==> config.mk <==
export PLATFORM = sky130hd
export DESIGN_NAME = mcp_bus_receiver
export DESIGN_NICKNAME = d
export VERILOG_FILES = /design/src/rtl/mcp_bus_receiver.sv
export SDC_FILE = /design/constraint.sdc
export NUM_CORES = 1
export LEC_CHECK = 0
export CORE_UTILIZATION = 35
export CTS_CLUSTER_SIZE = 12
export DETAILED_ROUTE_END_ITERATION = 8
export PLACE_DENSITY = 0.66
export RECOVER_POWER = 100
export SLEW_MARGIN = 10
export SYNTH_ARGS = -nofsm -noshare
export SYNTH_HDL_FRONTEND = slang
export SYNTH_SLANG_ARGS = --single-unit
==> constraint.sdc <==
create_clock -name CLK -period 2.3 [get_ports CLK]
set_input_delay 0.46 -clock CLK [delete_from_list [all_inputs] [get_ports CLK]]
set_output_delay 0.46 -clock CLK [all_outputs]
set_load 0.01 [all_outputs]
==> src/rtl/mcp_bus_receiver.sv <==
// mcp_bus_receiver: toggle req/ack multi-cycle-path bus receiver; CLK/RST in, UnsyncBus+ReqToggle from source, SyncBus/SyncValid/SyncReady to consumer, AckToggle back to source, sticky Overrun
module mcp_bus_receiver #(
  parameter int BusWidth  = 8,
  parameter int NumStages = 2
) (
  input  logic                CLK,
  input  logic                RST,
  input  logic [BusWidth-1:0] UnsyncBus,
  input  logic                ReqToggle,
  output logic [BusWidth-1:0] SyncBus,
  output logic                SyncValid,
  input  logic                SyncReady,
  output logic                AckToggle,
  output logic                Overrun
);
  typedef enum logic {IDLE, HOLD} state_t;
  state_t                state_q;
  logic [NumStages-1:0]  sync_q;
  logic                  prev_q;
  logic [BusWidth-1:0]   bus_q;
  logic                  valid_q;
  logic                  ack_q;
  logic                  ovr_q;
  logic                  req_pulse;
  assign req_pulse = sync_q[NumStages-1] ^ prev_q;
  assign SyncBus   = bus_q;
  assign SyncValid = valid_q;
  assign AckToggle = ack_q;
  assign Overrun   = ovr_q;
  always_ff @(posedge CLK) begin
    if (RST) begin
      sync_q  <= '0;
      prev_q  <= 1'b0;
      state_q <= IDLE;
      bus_q   <= '0;
      valid_q <= 1'b0;
      ack_q   <= 1'b0;
      ovr_q   <= 1'b0;
    end else begin
      sync_q <= {sync_q[NumStages-2:0], ReqToggle};
      prev_q <= sync_q[NumStages-1];
      if (state_q == IDLE) begin
        if (req_pulse) begin
          bus_q   <= UnsyncBus;
          valid_q <= 1'b1;
          state_q <= HOLD;
        end
      end else begin
        if (req_pulse) ovr_q <= 1'b1;
        if (SyncReady) begin
          valid_q <= 1'b0;
          ack_q   <= ~ack_q;
          state_q <= IDLE;
        end
      end
    end
  end
endmodule
==> impl_metrics.ini <==
[outcome]
run_status = finished, final reports clean

[clock_network]
clkLatencyLatePin_ps = 280
cts_tree = built
ctsHoldBuffers = 0
cts_root_buffer = clkbuf_4
clk_path_buf_depth = 2
numCtsBuffers = 3
post_cts_buffers = 0
cts.sinks = 15
cts_max_level = 1
cts.clk_slew.worst_paths_ps = 90
cts_resized = 0

[setup_path]
worstPathArrival_ps = 1230
worstPathBufferInverterCount = 1
r2r_cells = 3
crit_family = buffers and inverters
path_cells = dlygate4sd3_1
cp.depth = 1
cp-end-kind = output port
required_ps = 1840
slowest_delay_ps = 610
crit_fanout = 2
worstSetupPathType = reg2out
cp_slowest_cell = dlygate4sd3_1
critPathLaunchType = flop

[drt]
drt-total-wl_mm = 1.01
wl_per_cell_um = 10.6
dr.pass1.iters = 4
drc = 0
antenna_left = 0
vias_per_cell = 4.55
drt-initial-drc-count = 7
vias = 437

[floorplan]
die_w_um = 43.2
dieArea_um2 = 1860
start_util_pct = 38.5
ioPinCount = 23
die_h_um = 43.2
rows = 14
core_region_area_um2 = 1540

[sta]
layout_setup_ws_ps = 608
drv_slew = 0
final.min_clock_period_ps = 1690
hold_viol = 0
relSlewSlack_pct = 61.8
hold-worst-slack_ps = 442
min_period_over_period_pct = 73.5
rsz0062_at_grt = false
setup_viol = 0
skew_ps = 0.308
max_freq_mhz = 591
tns_ps = 0
worst_slew_pin_slew_ps = 571

[cells_and_area]
diodes = 0
fin_util_pct = 54.5
layout_common_cells = nand2b_1, dfxtp_1, dlygate4sd3_1
fillerInstances = 160
final_common_cell = nand2b_1
drive_gt1_share_pct = 5.00
syn_to_final_growth_pct = 41.8
final_cell_area_um2 = 841
final_nets = 93

[yosys]
syn_area_um2 = 593
synth.largest_area_cell = dfxtp_1
synth.distinct_cells = 13
ys_warn_count = 0
synth_nets = 69
ys_ff_latch = 15
avgSynthCellArea_um2 = 10.4
syn_inst = 57
yosysSeqAreaShare_pct = 50.6
synth_area_leaders = dfxtp_1, nand2b_1, mux2i_1
synth_top_area_share_pct = 50.6

[power_and_ir_drop]
switchingPower_mw = 0.119
switching_share_pct = 23.6
leakagePower_nw = 0.345
vdd_drop_max_mv = 0.303
power_frac_seq_pct = 55.4
p_comb_share_pct = 14.7
clockPowerShare_pct = 29.8
power.internal_mw = 0.387
power.density_nw_per_um2 = 602

[place]
dp_slack_ps = 570
gp_congestion = 0.623
port_buffers = 22
place_area_um2 = 815

[worst_hold_path]
hold_path_class = reg2reg
hold_depth = 1

[run]
drv_cap = 0

[global_route]
grt_overflow = 0
antenna_found_initial = 0
grt_pass1_wl_mm = 1.79
grt_pass1_vias = 418
track_usage_pct = 13.4
grt_max_degree = 24
metal layers:
layer | global-route usage [%] | up-vias | wire (µm)
met5 | 0 | - | 0
met4 | 10.9 | 0 | 32
met3 | 2.55 | 4 | 46
met2 | 20.0 | 11 | 464
met1 | 16.3 | 196 | 470
li1 | - | 226 | -
cell families after synthesis:
kind of cell	synth area share [%]
XOR/XNOR	4.22
multiplexers	13.5
buffers and inverters	3.16
flip-flops	50.6
AND/OR/NAND/NOR	25.5
AO/OA/AOI/OAI	2.95
power by group through the flow:
stage,Sequential [mW],Combinational (mW),Clock (mW)
detailed placement,0.287,0.0799,0
finish,0.280,0.0745,0.151
global route,0.282,0.0823,0.169
global placement,0.287,0.0785,0
CTS,0.281,0.0801,0.156
floorplan,0.291,0.0341,0
metrics by stage:
step                total power [mW]  cells
global placement               0.365     92
detailed placement             0.367     92
floorplan                      0.325     57
finish                         0.506     96
global route                   0.533     96
CTS                            0.518     96
flip-flops by register name (all words and copies together) (netlist names):
name,cells
Overrun,1
SyncValid,1
SyncBus,8
state_q,1
sync_q,2
prev_q,1
AckToggle,1
cells in the mapped netlist:
library cell and instances:
dfxtp_1 15, nor2b_1 3, mux2i_1 8, a21oi_1 2, clkbuf_1 2, nand2_1 2, nand2b_1 17, and2b_1 1
nor2_1 3, xor2_1 1, a211oi_1 1, buf_6 1, xor2_2 1
path summary, 6_finish.rpt:
check                                 end               startpoint  slack (ps)
hold / removal       sync_q[1]$_SDFF_PP0_     sync_q[0]$_SDFF_PP0_         440
setup reg to reg  SyncBus[7]$_SDFFE_PP0P_     sync_q[1]$_SDFF_PP0_         980
hold reg to reg      sync_q[1]$_SDFF_PP0_     sync_q[0]$_SDFF_PP0_         440
setup / recovery               SyncBus[5]  SyncBus[5]$_SDFFE_PP0P_         610
area by class of cell:
cell class	count	area, µm²	share of cell area [%]
timing repair buffer	22	220	26.2
multi-input combinational	39	274	32.6
clock buffer	4	26.3	3.13
sequential	15	300	35.7
tap	16	20.0	2.38
(Power assumes the default switching activity.)
